`src/rtl/flag_unit_if.sv`:
```
// Bus bundle for the condition-flag unit: ALU and stack controls in, flags and status out.
interface flag_unit_if #(
    parameter int WIDTH       = 16,
    parameter int STACK_DEPTH = 4
);
    localparam int DW = $clog2(STACK_DEPTH + 1);

    logic [WIDTH-1:0] op1;
    logic [WIDTH-1:0] op2;
    logic [WIDTH:0]   result;
    logic [1:0]       mode;
    logic             upd;
    logic [3:0]       mask;
    logic             wr_en;
    logic [3:0]       wr_flags;
    logic             push;
    logic             pop;
    logic             err_clr;
    logic [3:0]       cond;
    logic             C;
    logic             Z;
    logic             N;
    logic             O;
    logic             cond_true;
    logic [DW-1:0]    depth;
    logic             full;
    logic             empty;
    logic             stack_err;

    modport master (
        output op1, op2, result, mode, upd, mask, wr_en, wr_flags,
        output push, pop, err_clr, cond,
        input  C, Z, N, O, cond_true, depth, full, empty, stack_err
    );

    modport slave (
        input  op1, op2, result, mode, upd, mask, wr_en, wr_flags,
        input  push, pop, err_clr, cond,
        output C, Z, N, O, cond_true, depth, full, empty, stack_err
    );
endinterface

```
`src/rtl/flag_unit.sv`:
```
// Registered C/Z/N/O flag unit with masked ALU update, direct write,
// a LIFO save/restore stack and a branch-condition evaluator.
module flag_unit #(
    parameter int WIDTH       = 16,
    parameter int STACK_DEPTH = 4
) (
    input  logic        clk,
    input  logic        rst_n,
    flag_unit_if.slave  bus
);
    localparam int DW = $clog2(STACK_DEPTH + 1);

    localparam logic [1:0] MODE_NONE  = 2'b00;
    localparam logic [1:0] MODE_ADD   = 2'b01;
    localparam logic [1:0] MODE_SUB   = 2'b10;
    localparam logic [1:0] MODE_LOGIC = 2'b11;

    // Flag vectors are ordered {C,Z,N,O} everywhere.
    logic [3:0]    flags_reg;
    logic [3:0]    flags_next;
    logic [3:0]    alu_flags;
    logic [3:0]    alu_merged;
    logic [3:0]    stack_top;
    logic [3:0]    entries [STACK_DEPTH];
    logic [DW-1:0] depth_reg;
    logic [DW-1:0] depth_next;
    logic          stack_err_reg;
    logic          stack_err_next;
    logic          is_full;
    logic          is_empty;
    logic          push_ok;
    logic          pop_ok;
    logic          err_event;
    logic          alu_valid;
    logic          cond_true_c;
    logic          sgn_r;
    logic          sgn_a;
    logic          sgn_b;
    logic          unused_bits;

    assign sgn_r = bus.result[WIDTH-1];
    assign sgn_a = bus.op1[WIDTH-1];
    assign sgn_b = bus.op2[WIDTH-1];

    // Only the operand sign bits feed the overflow terms.
    assign unused_bits = ^{bus.op1[WIDTH-2:0], bus.op2[WIDTH-2:0]};

    assign is_full  = (depth_reg == DW'(STACK_DEPTH));
    assign is_empty = (depth_reg == '0);

    // A simultaneous push and pop cancels both stack operations.
    assign push_ok   = bus.push & ~bus.pop & ~is_full;
    assign pop_ok    = bus.pop & ~bus.push & ~is_empty;
    assign err_event = (bus.push & bus.pop) | (bus.push & is_full) | (bus.pop & is_empty);

    // NONE mode never touches the flags, even with upd asserted.
    assign alu_valid = bus.upd & (bus.mode != MODE_NONE);

    // Raw ALU-derived flags before masking.
    always_comb begin
        alu_flags    = 4'b0000;
        alu_flags[2] = ~|bus.result[WIDTH-1:0];
        alu_flags[1] = sgn_r;
        case (bus.mode)
            MODE_ADD: begin
                alu_flags[3] = bus.result[WIDTH];
                alu_flags[0] = (sgn_a == sgn_b) & (sgn_r != sgn_a);
            end
            MODE_SUB: begin
                alu_flags[3] = bus.result[WIDTH];
                alu_flags[0] = (sgn_a != sgn_b) & (sgn_r != sgn_a);
            end
            MODE_LOGIC: begin
                alu_flags[3] = 1'b0;
                alu_flags[0] = 1'b0;
            end
            default: alu_flags = 4'b0000;
        endcase
    end

    // Per-flag write mask: masked-off flags keep their registered value.
    genvar gi;
    generate
        for (gi = 0; gi < 4; gi++) begin : g_mask
            assign alu_merged[gi] = (alu_valid & bus.mask[gi]) ? alu_flags[gi] : flags_reg[gi];
        end
    endgenerate

    // Stack storage: each entry captures the pre-edge flags when it is the next free slot.
    generate
        for (gi = 0; gi < STACK_DEPTH; gi++) begin : g_stack
            logic [3:0] entry_reg;
            always_ff @(posedge clk) begin
                if (push_ok && (depth_reg == DW'(gi))) begin
                    entry_reg <= flags_reg;
                end
            end
            assign entries[gi] = entry_reg;
        end
    endgenerate

    // Select the entry below the depth pointer as the top of stack.
    always_comb begin
        stack_top = 4'b0000;
        for (int i = 0; i < STACK_DEPTH; i++) begin
            if (depth_reg == DW'(i + 1)) begin
                stack_top = entries[i];
            end
        end
    end

    // Flag source priority: legal pop, then direct write, then masked ALU update.
    always_comb begin
        flags_next = alu_merged;
        if (pop_ok) begin
            flags_next = stack_top;
        end else if (bus.wr_en) begin
            flags_next = bus.wr_flags;
        end
    end

    assign depth_next     = depth_reg + DW'(push_ok) - DW'(pop_ok);
    assign stack_err_next = err_event | (stack_err_reg & ~bus.err_clr);

    // Flag, depth and sticky-error state with asynchronous clear.
    always_ff @(posedge clk or negedge rst_n) begin
        if (!rst_n) begin
            flags_reg     <= 4'b0000;
            depth_reg     <= '0;
            stack_err_reg <= 1'b0;
        end else begin
            flags_reg     <= flags_next;
            depth_reg     <= depth_next;
            stack_err_reg <= stack_err_next;
        end
    end

    // Branch condition evaluated against the registered flags.
    always_comb begin
        cond_true_c = 1'b0;
        case (bus.cond)
            4'd0:  cond_true_c = flags_reg[2];
            4'd1:  cond_true_c = ~flags_reg[2];
            4'd2:  cond_true_c = flags_reg[3];
            4'd3:  cond_true_c = ~flags_reg[3];
            4'd4:  cond_true_c = flags_reg[1];
            4'd5:  cond_true_c = ~flags_reg[1];
            4'd6:  cond_true_c = flags_reg[0];
            4'd7:  cond_true_c = ~flags_reg[0];
            4'd8:  cond_true_c = ~flags_reg[3] & ~flags_reg[2];
            4'd9:  cond_true_c = flags_reg[3] | flags_reg[2];
            4'd10: cond_true_c = (flags_reg[1] == flags_reg[0]);
            4'd11: cond_true_c = (flags_reg[1] != flags_reg[0]);
            4'd12: cond_true_c = ~flags_reg[2] & (flags_reg[1] == flags_reg[0]);
            4'd13: cond_true_c = flags_reg[2] | (flags_reg[1] != flags_reg[0]);
            4'd14: cond_true_c = 1'b1;
            default: cond_true_c = 1'b0;
        endcase
    end

    assign bus.C         = flags_reg[3];
    assign bus.Z         = flags_reg[2];
    assign bus.N         = flags_reg[1];
    assign bus.O         = flags_reg[0];
    assign bus.cond_true = cond_true_c;
    assign bus.depth     = depth_reg;
    assign bus.full      = is_full;
    assign bus.empty     = is_empty;
    assign bus.stack_err = stack_err_reg;
endmodule
```
`src/flat_wrapper.sv`:
```
// flat-port wrapper written by rule: the top's interface ports become plain ports
module flag_unit_flat 
#(
    parameter int WIDTH       = 16,
    parameter int STACK_DEPTH = 4
)
  (clk, rst_n, bus_op1, bus_op2, bus_result, bus_mode, bus_upd, bus_mask, bus_wr_en, bus_wr_flags, bus_push, bus_pop, bus_err_clr, bus_cond, bus_C, bus_Z, bus_N, bus_O, bus_cond_true, bus_depth, bus_full, bus_empty, bus_stack_err);
  flag_unit_if #(.WIDTH(WIDTH), .STACK_DEPTH(STACK_DEPTH)) bus_i ();
  input  logic clk;
  input  logic rst_n;
  input wire logic [$bits(bus_i.op1)-1:0] bus_op1;
  input wire logic [$bits(bus_i.op2)-1:0] bus_op2;
  input wire logic [$bits(bus_i.result)-1:0] bus_result;
  input wire logic [$bits(bus_i.mode)-1:0] bus_mode;
  input wire logic [$bits(bus_i.upd)-1:0] bus_upd;
  input wire logic [$bits(bus_i.mask)-1:0] bus_mask;
  input wire logic [$bits(bus_i.wr_en)-1:0] bus_wr_en;
  input wire logic [$bits(bus_i.wr_flags)-1:0] bus_wr_flags;
  input wire logic [$bits(bus_i.push)-1:0] bus_push;
  input wire logic [$bits(bus_i.pop)-1:0] bus_pop;
  input wire logic [$bits(bus_i.err_clr)-1:0] bus_err_clr;
  input wire logic [$bits(bus_i.cond)-1:0] bus_cond;
  output wire logic [$bits(bus_i.C)-1:0] bus_C;
  output wire logic [$bits(bus_i.Z)-1:0] bus_Z;
  output wire logic [$bits(bus_i.N)-1:0] bus_N;
  output wire logic [$bits(bus_i.O)-1:0] bus_O;
  output wire logic [$bits(bus_i.cond_true)-1:0] bus_cond_true;
  output wire logic [$bits(bus_i.depth)-1:0] bus_depth;
  output wire logic [$bits(bus_i.full)-1:0] bus_full;
  output wire logic [$bits(bus_i.empty)-1:0] bus_empty;
  output wire logic [$bits(bus_i.stack_err)-1:0] bus_stack_err;
  assign bus_i.op1 = bus_op1;
  assign bus_i.op2 = bus_op2;
  assign bus_i.result = bus_result;
  assign bus_i.mode = bus_mode;
  assign bus_i.upd = bus_upd;
  assign bus_i.mask = bus_mask;
  assign bus_i.wr_en = bus_wr_en;
  assign bus_i.wr_flags = bus_wr_flags;
  assign bus_i.push = bus_push;
  assign bus_i.pop = bus_pop;
  assign bus_i.err_clr = bus_err_clr;
  assign bus_i.cond = bus_cond;
  assign bus_C = bus_i.C;
  assign bus_Z = bus_i.Z;
  assign bus_N = bus_i.N;
  assign bus_O = bus_i.O;
  assign bus_cond_true = bus_i.cond_true;
  assign bus_depth = bus_i.depth;
  assign bus_full = bus_i.full;
  assign bus_empty = bus_i.empty;
  assign bus_stack_err = bus_i.stack_err;
  flag_unit #(.WIDTH(WIDTH), .STACK_DEPTH(STACK_DEPTH)) u_core (.clk(clk), .rst_n(rst_n), .bus(bus_i));
endmodule
```
`config.mk`:
```
export PLATFORM = sky130hd
export DESIGN_NAME = flag_unit_flat
export DESIGN_NICKNAME = d
export VERILOG_FILES = /design/src/rtl/flag_unit_if.sv /design/src/rtl/flag_unit.sv /design/src/flat_wrapper.sv
export SDC_FILE = /design/constraint.sdc
export NUM_CORES = 1
export LEC_CHECK = 0
export BUFFER_PORTS_ARGS = -buffer_cell sky130_fd_sc_hd__buf_2
export CAP_MARGIN = 20
export CELL_PAD_IN_SITES_DETAIL_PLACEMENT = 0
export CELL_PAD_IN_SITES_GLOBAL_PLACEMENT = 2
export CORE_UTILIZATION = 27
export CTS_CLUSTER_DIAMETER = 200
export DETAILED_ROUTE_END_ITERATION = 12
export PLACE_DENSITY = 0.94
export SYNTH_ARGS = -nofsm -noshare
export SYNTH_HDL_FRONTEND = slang
export SYNTH_SLANG_ARGS = --single-unit
```
`constraint.sdc`:
```
create_clock -name clk -period 6.87 [get_ports clk]
set_clock_uncertainty 0.05 [all_clocks]
set_input_delay 0.687 -clock clk [delete_from_list [all_inputs] [get_ports clk]]
set_output_delay 0.687 -clock clk [all_outputs]
set_load 0.01 [all_outputs]
```
# Word-level counts from Yosys, hierarchy flattened
# Cells that the tools add are included.
[word_totals]
ff_bits = 24
latchBits = 0
ramBits = 0
rom_bits = 0
input_bits = 70
out_inout_bits = 11
elab_cells = 98
n_memories = 0
[classes]
addsub = 2
n_mul = 0
div = 0
order_cmp = 0
n_eq_ne = 26
n_shift = 0
muxes = 14
n_bitwise = 31
reduce_logical = 15
[op_table]
columns = ["cell", "n"]
rows = [
  ["4-bit equality test (second input constant)", 7],
  ["4-bit 2-to-1 mux", 6],
  ["1-bit bitwise AND", 17],
  ["4-bit by 3-bit equality test with 1-bit output (second input constant)", 4],
  ["16-bit OR reduction", 1],
  ["1-bit one-hot mux with 15 select lines", 1],
  ["3-bit nonzero test", 4],
  ["1-bit inverter", 9],
  ["4-bit by 2-bit equality test with 1-bit output (second input constant)", 2],
  ["3-bit by 2-bit equality test with 1-bit output (second input constant)", 2],
  ["1-bit 2-to-1 mux", 5],
  ["1-bit OR", 5],
  ["2-bit equality test (second input constant)", 2],
  ["4-bit by 1-bit equality test with 1-bit output (second input constant)", 1],
  ["1-bit logical AND", 4],
  ["4-bit zero test", 1],
  ["3-bit by 1-bit adder with 3-bit output", 1],
  ["3-bit by 1-bit equality test with 1-bit output (second input constant)", 1],
  ["3-bit equality test (second input constant)", 1],
  ["3-bit zero test", 1],
  ["1-bit inequality test", 3],
  ["3-bit OR reduction", 1],
  ["3-bit by 1-bit subtractor with 3-bit output", 1],
  ["1-bit equality test", 2],
  ["6 further kinds", 6],
]

# Longest topological paths before layout
[depth]
depth_word = 6
ltp_mapped = 10
ltp_nobuf = 9

# Least setup slack after synthesis
# OpenSTA, ideal clock, no wires.
[synth_timing]
path_kind = "in2out"
startpoint = "input bus_cond[2]"
endpoint = "output bus_cond_true"
arrival_ns = 1.701
required_time_ns = 6.133
slack_ns = 4.432
path_stages = 5
n_path_buf = 1
cell_sequence = "buf_6 a211o_1 o31a_1 a211o_1 o221ai_1"
[synth_via]
elab_chain_cells = 2
word_cells_on_any_way = 16
cone_classes = "14 x eq/ne; 1 x mux; 1 x reduce/logical"
[synth_rtl]
columns = ["item", "line_no", "text"]
rows = [
  ["start, declared", "flat_wrapper.sv:22", "input wire logic [$bits(bus_i.cond)-1:0] bus_cond;"],
  ["4-bit equality test (tied with other cells)", "flag_unit.sv:141", "case (bus.cond)"],
  ["1-bit one-hot mux with 15 select lines (*)", "flag_unit.sv:141", ""],
  ["end, declared", "flat_wrapper.sv:27", "output wire logic [$bits(bus_i.cond_true)-1:0] bus_cond_true;"],
]
# Every way passes the cells marked *; elsewhere a longest branch is shown, timed or not.

# Worst setup path after layout
[layout_timing]
startpoint = "register u_core.flags_reg[0]"
endpoint = "output bus_cond_true"
[layout_via]
elab_chain_cells = 3
word_cells_on_any_way = 6
cone_classes = "2 x eq/ne; 1 x mux; 3 x bitwise"
[layout_rtl]
columns = ["item", "line_no", "text"]
rows = [
  ["start, declared", "flag_unit.sv:19", "logic [3:0] flags_reg;"],
  ["start signal, assigned", "flag_unit.sv:132", "flags_reg <= flags_next;"],
  ["1-bit inequality test or 1-bit equality test (tied branches)", "n/a", ""],
  ["1-bit OR or 1-bit bitwise AND (tied branches)", "flag_unit.sv:155, flag_unit.sv:154", ""],
  ["1-bit one-hot mux with 15 select lines (*)", "flag_unit.sv:141", ""],
]
# Marks and branches as above.

==> results.sh <==
export IMPL_status="completed"
export IMPL_diodes=0
export IMPL_regToRegEndpoint="u_core.bus.depth[2]$_DFF_PN0_"
export IMPL_busiest_layer="met2"
export IMPL_r2r_cells=9
export IMPL_wl_per_cell_um=12.13
export IMPL_ios=81
export IMPL_finalHoldViolations=0
export IMPL_start_util_pct=28.31
export IMPL_cts_buffer_depth=2
export IMPL_hpwlAfterDp_um=2491
export IMPL_synthFlopType="edfxtp_1"
export IMPL_wirelength_um=3058
export IMPL_largest_reg_flops=16
export IMPL_overflow=0
export IMPL_synth_top_area_share_pct=33.02
export IMPL_final_cells=252
export IMPL_period_share_pct=37.95
export IMPL_cts_buffers=3
export IMPL_setup_viol=0
export IMPL_max_cap_violations=0
export IMPL_synth_top_family_by_area="simple AND/OR/NAND/NOR gates"
export IMPL_hold_buffers=0
export IMPL_leakage_nw=0.7731
export IMPL_yosys_area_share_simple_pct=19.00
export IMPL_setup_ws_ns=4.263
export IMPL_critPathKind="reg -> out"
export IMPL_postCtsSetupRepairBufs=0
export IMPL_antenna_found_initial=0
export IMPL_worstReg2RegStart="u_core.bus.depth[1]$_DFF_PN0_"
export IMPL_irDropWorstVdd_mv=0.1386
export IMPL_use_met3_pct=2.381
export IMPL_synthMuxAreaShare_pct=4.213
export IMPL_netlist_top_cells_area="edfxtp_1 (33%), dfrtp_1 (14%), ha_1 (4.3%)"
export IMPL_synth_compound_area_share_pct=15.91
export IMPL_regToRegSetupSlack_ns=4.36
export IMPL_placed_cell_area_um2=1763
export IMPL_fmax_mhz=383.6
export IMPL_ys_ff_latch=24
export IMPL_rows=26
export IMPL_synth_common_cells="edfxtp_1 (16), inv_1 (12), dfrtp_1 (8)"
export IMPL_yosysMostFrequentCell="edfxtp_1"
export IMPL_area_delta_synth_final_pct=26.05
export IMPL_cts_resized=0
export IMPL_rsz0062_at_grt="no"
export IMPL_grt_max_degree=15
export IMPL_synth_fa_ha_area_share_pct=5.675
export IMPL_cts_tree="done"
export IMPL_finalPower_uw=543.9
export IMPL_clk_latency_ns=0.26
export IMPL_yosysSeqAreaShare_pct=46.78
export IMPL_period_minus_slack_ns=2.607
export IMPL_vias=1187
export IMPL_met1_usage_pct=15.33
export IMPL_postRouteAntennaNets=0
export IMPL_die_y_um=75.41
export IMPL_numClockSinks=24
export IMPL_synth_cells=131
export IMPL_vias_per_cell=4.710
export IMPL_end_kind="output pin"
export IMPL_cts_root_buf="clkbuf_8"
export IMPL_tightestPinTransition_ns=0.8204
export IMPL_synth_edf_count=16
export IMPL_crit_fanout=10
export IMPL_path_clk_slew_ns=0.08
export IMPL_tns_ns=0
export IMPL_port_buffer_count=50
export IMPL_core_area_um2=5140
export IMPL_ys_warn_count=0
export IMPL_slew_headroom_pct=44.80
export IMPL_synth_top_area_cell="edfxtp_1"
export IMPL_grt_pass1_vias=1152
export IMPL_slew_viol_final=0
export IMPL_h_tree_depth=1
export IMPL_dr_pass1_iters=4
export IMPL_ys_async_sr_fraction_pct=33.33
export IMPL_dp_cells=248
export IMPL_dp_slack_ns=4.311
export IMPL_hp_class="in -> async"
export IMPL_synthDistinctLibCells=47
export IMPL_dieArea_um2=5687
export IMPL_synth_xor_area_share_pct=3.009
export IMPL_crit_required_ns=6.13
export IMPL_finalInstanceArea_um2=1834
export IMPL_grt_usage_pct=12.01
export IMPL_crit_arrival_ns=1.87
export IMPL_die_x_um=75.41
export IMPL_drc_errors=0
export IMPL_start_kind="flip-flop"
export IMPL_grt_use_met2_pct=21.13
export IMPL_nNetsFinal=259
export IMPL_drive_gt1_share_pct=33.52
export IMPL_syn_nets=207
export IMPL_routabilityCongestion=0.7366
export IMPL_syn_area_um2=1455
export IMPL_synth_area_per_cell_um2=11.11
export IMPL_powerDensity_nw_per_um2=296.5
export IMPL_drtIter0Drc=71
export IMPL_grt_pass1_wl_um=5168
## critical path, cell delays in order, from the launching register on
cell and delay, ns:
dfrtp_1 0.50, xor2_1 0.22, o31a_1 0.31, a211o_1 0.29, o221ai_1 0.13, buf_2 0.16
## cell families after synthesis
family | after synthesis
adder cells (fa/ha/maj) | 6
buffers and inverters | 16
AND/OR/NAND/NOR | 43
flip-flops | 24
AO/OA/AOI/OAI | 31
XOR/XNOR | 5
multiplexers | 6
## power breakdown
part / internal [mW] / total, mW / leakage, nW / switching (mW)
clock network: 0.0778 / 0.121 / 0.0357 / 0.0431
logic: 0.0901 / 0.189 / 0.499 / 0.0990
registers: 0.189 / 0.234 / 0.239 / 0.0453
## layout make-up
cell class                      count  area [um2]
Clock buffer                        3       41.29
Fill cell                         553        3306
Tap cell                           70       87.58
Multi-Input combinational cell     91       695.7
Sequential cell                    24       680.7
Timing Repair Buffer               50       250.2
Inverter                           13       48.80
Clock inverter                      1       30.03
## routing by layer
metal | up-vias | share of wire, %
li1 | 604 | -
met5 | - | 0
met3 | 2 | 3.1
met2 | 24 | 47
met4 | 0 | 0.88
met1 | 557 | 49
## worst max path at each step
stage	startpoint	to	slack [ns]	cells past startpoint
4_1_cts	u_core.flags_reg[0]$_DFFE_PN0P_	bus_cond_true	4.23	5
3_3_place_gp	bus_cond[2]	bus_cond_true	4.31	6
5_1_grt	u_core.flags_reg[0]$_DFFE_PN0P_	bus_cond_true	4.14	5
3_5_place_dp	bus_cond[2]	bus_cond_true	4.31	6
2_1_floorplan	bus_cond[2]	bus_cond_true	4.43	5
6_report	u_core.flags_reg[0]$_DFFE_PN0P_	bus_cond_true	4.26	5
## layout by cell type (no fill, tap or decap), types with 5 or more instances in the layout
| cell | n |
|---|---|
| edfxtp_1 | 16 |
| nor4_1 | 5 |
| nand2b_1 | 6 |
| inv_1 | 12 |
| nor2_1 | 5 |
| dfrtp_1 | 8 |
| buf_2 | 50 |
| nor3_1 | 5 |
| ha_1 | 5 |
| mux2i_1 | 5 |
## per-stage QoR
stage               hold WS (ns)  utilization [%]
global route              0.2075            35.69
floorplan                 0.3414                -
CTS                       0.2059            35.69
global placement          0.4772            34.30
finish                    0.2021            35.69
detailed placement        0.4768            34.30
(Power assumes the default switching activity.)
